--- src/rtl/draw_track_background.sv ---
// Two-stage VGA background generator: a border test pattern or a scrolling race track,
// with the incoming timing delayed to stay aligned with rgb_out.
module draw_track_background #(
  parameter int unsigned H_ACTIVE    = 800,
  parameter int unsigned V_ACTIVE    = 600,
  parameter int unsigned ROAD_LEFT   = 200,
  parameter int unsigned ROAD_RIGHT  = 600,
  parameter int unsigned EDGE_W      = 10,
  parameter int unsigned LINE_W      = 10,
  parameter int unsigned DASH_LEN    = 40,
  parameter int unsigned DASH_PERIOD = 80,
  parameter int unsigned SPEED_W     = 4,
  parameter logic [11:0] BG_COLOR    = 12'h110,
  parameter logic [11:0] ROAD_COLOR  = 12'h666,
  parameter logic [11:0] EDGE_COLOR  = 12'hf45,
  parameter logic [11:0] MARK_COLOR  = 12'hfff
) (
  input  logic               pclk,
  input  logic               rst,
  input  logic [10:0]        hcount_in,
  input  logic [10:0]        vcount_in,
  input  logic               hsync_in,
  input  logic               hblnk_in,
  input  logic               vsync_in,
  input  logic               vblnk_in,
  input  logic               mode,
  input  logic [SPEED_W-1:0] speed,
  input  logic               pause,
  output logic [10:0]        hcount_out,
  output logic [10:0]        vcount_out,
  output logic               hsync_out,
  output logic               hblnk_out,
  output logic               vsync_out,
  output logic               vblnk_out,
  output logic [11:0]        rgb_out,
  output logic               frame_tick
);

  localparam int unsigned PH_W   = $clog2(DASH_PERIOD);
  localparam int unsigned SUM_W  = PH_W + 1;
  localparam int unsigned TM_W   = 26;
  localparam int unsigned CENTER = (ROAD_LEFT + ROAD_RIGHT) / 2;
  localparam int unsigned MARK_L = CENTER - LINE_W / 2;
  localparam int unsigned MARK_R = CENTER + LINE_W / 2;

  localparam logic [3:0] RG_BLANK  = 4'd0;
  localparam logic [3:0] RG_TOP    = 4'd1;
  localparam logic [3:0] RG_BOTTOM = 4'd2;
  localparam logic [3:0] RG_LEFT   = 4'd3;
  localparam logic [3:0] RG_RIGHT  = 4'd4;
  localparam logic [3:0] RG_BG     = 4'd5;
  localparam logic [3:0] RG_EDGE   = 4'd6;
  localparam logic [3:0] RG_MARK   = 4'd7;
  localparam logic [3:0] RG_ROAD   = 4'd8;

  logic            vblnk_prev_q, vblnk_prev_d;
  logic            hblnk_prev_q, hblnk_prev_d;
  logic [PH_W-1:0] offset_q, offset_d;
  logic [PH_W-1:0] line_phase_q, line_phase_d;
  logic [TM_W-1:0] timing1_q, timing1_d;
  logic [3:0]      region1_q, region1_d;
  logic [TM_W-1:0] timing2_q, timing2_d;
  logic [11:0]     rgb2_q, rgb2_d;
  logic            frame_tick_q, frame_tick_d;

  logic             frame_event, line_event;
  logic [SUM_W-1:0] off_sum, off_wrap;

  always_comb begin
    vblnk_prev_d = vblnk_in;
    hblnk_prev_d = hblnk_in;
    offset_d     = offset_q;
    line_phase_d = line_phase_q;
    timing1_d    = {hcount_in, vcount_in, hsync_in, hblnk_in, vsync_in, vblnk_in};
    region1_d    = RG_ROAD;
    timing2_d    = timing1_q;
    rgb2_d       = 12'h000;

    frame_event  = vblnk_in && !vblnk_prev_q;
    line_event   = hblnk_in && !hblnk_prev_q && !vblnk_in;
    frame_tick_d = frame_event;

    // Scroll offset advances once per frame, modulo the dash period
    off_sum  = SUM_W'(offset_q) + SUM_W'(speed);
    off_wrap = (off_sum >= SUM_W'(DASH_PERIOD)) ? off_sum - SUM_W'(DASH_PERIOD) : off_sum;
    if (frame_event && !pause) offset_d = PH_W'(off_wrap);

    // Phase is rebased to -offset at frame start so line v lands on (v - offset)
    if (frame_event) begin
      line_phase_d = (offset_d == '0) ? '0 : PH_W'(DASH_PERIOD) - offset_d;
    end else if (line_event) begin
      line_phase_d = (line_phase_q == PH_W'(DASH_PERIOD - 1)) ? '0 : line_phase_q + PH_W'(1);
    end

    if (hblnk_in || vblnk_in) begin
      region1_d = RG_BLANK;
    end else if (!mode) begin
      if (vcount_in == 11'd0)                       region1_d = RG_TOP;
      else if (vcount_in == 11'(V_ACTIVE - 1))      region1_d = RG_BOTTOM;
      else if (hcount_in == 11'd0)                  region1_d = RG_LEFT;
      else if (hcount_in == 11'(H_ACTIVE - 1))      region1_d = RG_RIGHT;
      else                                          region1_d = RG_BG;
    end else if (hcount_in < 11'(ROAD_LEFT) || hcount_in >= 11'(ROAD_RIGHT)) begin
      region1_d = RG_BG;
    end else if (hcount_in < 11'(ROAD_LEFT + EDGE_W) || hcount_in >= 11'(ROAD_RIGHT - EDGE_W)) begin
      region1_d = RG_EDGE;
    end else if (hcount_in >= 11'(MARK_L) && hcount_in < 11'(MARK_R)
                 && line_phase_q < PH_W'(DASH_LEN)) begin
      region1_d = RG_MARK;
    end

    case (region1_q)
      RG_TOP:    rgb2_d = 12'hff0;
      RG_BOTTOM: rgb2_d = 12'hf00;
      RG_LEFT:   rgb2_d = 12'h0f0;
      RG_RIGHT:  rgb2_d = 12'h00f;
      RG_BG:     rgb2_d = BG_COLOR;
      RG_EDGE:   rgb2_d = EDGE_COLOR;
      RG_MARK:   rgb2_d = MARK_COLOR;
      RG_ROAD:   rgb2_d = ROAD_COLOR;
      default:   rgb2_d = 12'h000;
    endcase
  end

  always_ff @(posedge pclk) begin
    if (rst) begin
      vblnk_prev_q <= 1'b0;
      hblnk_prev_q <= 1'b0;
      offset_q     <= '0;
      line_phase_q <= '0;
      timing1_q    <= '0;
      region1_q    <= RG_BLANK;
      timing2_q    <= '0;
      rgb2_q       <= '0;
      frame_tick_q <= 1'b0;
    end else begin
      vblnk_prev_q <= vblnk_prev_d;
      hblnk_prev_q <= hblnk_prev_d;
      offset_q     <= offset_d;
      line_phase_q <= line_phase_d;
      timing1_q    <= timing1_d;
      region1_q    <= region1_d;
      timing2_q    <= timing2_d;
      rgb2_q       <= rgb2_d;
      frame_tick_q <= frame_tick_d;
    end
  end

  assign {hcount_out, vcount_out, hsync_out, hblnk_out, vsync_out, vblnk_out} = timing2_q;
  assign rgb_out    = rgb2_q;
  assign frame_tick = frame_tick_q;

endmodule
--- config.mk ---
export PLATFORM = sky130hd
export DESIGN_NAME = draw_track_background
export DESIGN_NICKNAME = d
export VERILOG_FILES = /design/src/rtl/draw_track_background.sv
export SDC_FILE = /design/constraint.sdc
export NUM_CORES = 1
export LEC_CHECK = 0
export ABC_AREA = 1
export CAP_MARGIN = 40
export CORE_MARGIN = 4
export CORE_UTILIZATION = 40
export DETAILED_ROUTE_END_ITERATION = 16
export PLACE_DENSITY = 0.75
export SYNTH_ARGS = -nofsm -noshare
export SYNTH_HDL_FRONTEND = slang
export SYNTH_SLANG_ARGS = --single-unit
--- constraint.sdc ---
create_clock -name pclk -period 2.4 [get_ports pclk]
set_input_delay 0.24 -clock pclk [delete_from_list [all_inputs] [get_ports pclk]]
set_output_delay 0.24 -clock pclk [all_outputs]
set_load 0.05 [all_outputs]
==> reports/metrics.yaml <==
status: "complete, no violations"
grt_pass1_wl_mm: 13.0
final_common_cell: "inv_1"
cpPeakStageDelay_ns: 0.37
grt_overflow: 0
worstSetupPathType: "reg2reg"
final_cell_mix: "inv_1 (95), nor2_1 (82), dfxtp_1 (79), clkdlybuf4s50_1 (69), nand2_1 (55)"
grt.total_usage_pct: 15.7
drc_errors: 0
postSynthCellCount: 469
place_area_um2: 4510
ctsHoldBuffers: 0
max_freq_mhz: 419
io_pins: 73
holdCritPathClass: "in2reg"
crit_path_end_kind: "register"
vias: 3235
cp_max_fo: 3
grt_max_degree: 34
first_iter_violations: 208
cp_data_arrival_time_ns: 2.68
antenna_found_initial: 0
hold_viol: 0
timing.final.crit_share_pct: 99.5
cp_common_cell: "nand2_2"
fin_crit_ns: 2.39
finalPower_uw: 3240
yosysSeqAreaShare_pct: 46.2
finalSetupViolCount: 0
nNetsFinal: 613
die_w_um: 102
clock-sinks: 82
clk_pin_slew_ns: 0.09
core.rowCount: 34
syn_area_um2: 3550
ant_nets: 0
initial_utilization_pct: 40.9
final_area_um2: 4940
ys_seq_elements: 82
rsz0062_at_grt: "true"
synth_cell_type_count: 38
cts_made_buffers: 9
slowest_stage: "fa_2"
slew_headroom_pct: 44.1
synth_top_area_share_pct: 46.2
root_buffer: "clkbuf_8"
maxSlewViolCount: 0
wirelength_mm: 8.43
yosysTopAreaCell: "dfxtp_1"
multiInputGateArea_um2: 1620
fin_util_pct: 56.9
syn_nets: 514
yosys_warnings: 0
worstMarginPinSlew_ns: 0.828
power.leakage_uw: 0.00227
fillers: 772
fin_worst_skew_ns: 0.00962
startpoint_type: "register"
clk_latency_ns: 0.35
drive_gt1_share_pct: 16.8
place_congestion: 0.936
cts_max_path_buffers: 2
io_buffer_count: 72
wl_per_cell_um: 12.4
drv_cap: 0
synthToLayoutAreaGrowth_pct: 39.0
place_inst: 660
grt_pass1_vias: 2992
viasPerCell: 4.75
hold_ws_ns: 0.349
cts_tree: "done"
coreArea_um2: 8680
ir_worst_vdd_mv: 0.288
ys_top_cells_by_area: "dfxtp_1 (46%), inv_1 (10%), nor2_1 (8.9%)"
powerDensity_nw_per_um2: 657
worstPathCellList: "ha_4 -> fa_2 -> nand2_2 -> nand2_2 -> nand2_2 -> nand2_2 -> ha_2 -> inv_2 -> nand2_1 -> o211ai_1 -> o21ai_1 -> inv_1 -> buf_4 -> nand3_1 -> nand2_1 -> nand2_2 -> a21oi_2"
crit_required_ns: 2.70
syn_area_per_cell_um2: 7.57
stdcell_count: 681
diodes: 0
hpwl_mm: 6.37
die_y_um: 102
dr.pass1.iters: 4
htreeDepth: 3
register_area_um2: 1650
die_area_um2: 10500
-- flip-flops by register name (all words and copies together), names as in the netlist --
name          count
timing1_q        26
timing2_q        26
rgb_out          11
line_phase_q      7
offset_q          7
region1_q         4
frame_tick        1
-- Yosys cell counts (all sizes together) --
cell type	instances
dfxtp	82
a31oi	4
o31ai	3
nor2	89
a221oi	1
nor3	9
xnor2	2
o211ai	2
clkinv	1
nand4	5
a32o	1
ha	10
a21oi	18
inv	100
nand2	68
nand3	26
clkbuf	8
o21ai	22
o41ai	1
nand3b	2
or2	1
mux2i	1
fa	1
xor2	3
buf	2
nor4	7
-- critical path, delay by kind of cell (launching register included) --
| kind | cells | cell delay, ns |
|---|---|---|
| flip-flops | 1 | 0.34 |
| buffers and inverters | 3 | 0.36 |
| adder cells (fa/ha/maj) | 3 | 0.73 |
| AO/OA/AOI/OAI | 3 | 0.34 |
| AND/OR/NAND/NOR | 8 | 0.56 |
-- cell families (layout without fill, tap and decap cells) --
logic type / count (synthesis) / count (layout) / synth area share (%)
AND/OR/NAND/NOR: 207 / 207 / 26.7
AO/OA/AOI/OAI: 52 / 52 / 9.12
multiplexers: 1 / 1 / 0.634
XOR/XNOR: 5 / 5 / 1.23
flip-flops: 82 / 82 / 46.2
adder cells (fa/ha/maj): 11 / 11 / 4.09
buffers and inverters: 111 / 215 / 12.0
-- final timing paths --
kind                           startpoint                      endpoint  slack, ns  depth (start not counted)
hold reg to reg   timing1_q[6]$_SDFF_PP0_       timing2_q[6]$_SDFF_PP0_       0.41                          2
hold / removal                        rst       timing1_q[6]$_SDFF_PP0_       0.35                          2
setup / recovery   offset_q[0]$_SDFF_PP0_  line_phase_q[6]$_SDFFE_PP0P_       0.01                         17
setup reg to reg   offset_q[0]$_SDFF_PP0_  line_phase_q[6]$_SDFFE_PP0P_       0.01                         17
-- layout make-up --
type	instances	share of cell area (%)
flip-flops and latches	82	33.3
repair buffers	98	18.7
clock buffers	10	2.79
well taps	108	2.74
clock inverters	6	1.93
multi-input cells	276	32.9
inverters	101	7.68
-- power breakdown --
part / internal (uW) / total, uW / switching (uW) / leakage [uW]
Sequential: 1430 / 1460 / 35.2 / 0.000677
Clock: 628 / 1160 / 529 / 0.000118
Combinational: 260 / 623 / 362 / 0.00147
Total: 2320 / 3240 / 927 / 0.00227
-- through the flow --
step | setup TNS (ns) | setup WS (ns)
2_1_floorplan | 0 | 0.0237
6_report | 0 | 0.0116
3_3_place_gp | -2.38 | -0.351
5_1_grt | -0.390 | -0.111
3_5_place_dp | -3.04 | -0.449
4_1_cts | 0 | 0.00185
-- metal layers --
metal | global-route usage, % | share of wire [%] | vias to the layer above
li1 | - | - | 1640
met1 | 19.0 | 42 | 1471
met2 | 27.5 | 51 | 105
met3 | 3.62 | 5.4 | 19
met4 | 5.05 | 2.0 | 0
met5 | 0 | 0 | -
-- repair_timing --
item | 4_1_cts | 5_1_grt
buffers inserted | 2 | 3
pin swaps | 2 | 16
resized for setup | 6 | 29
endpoints found under the setup margin | 6 | 6
Power figures use the tool's default switching activity.
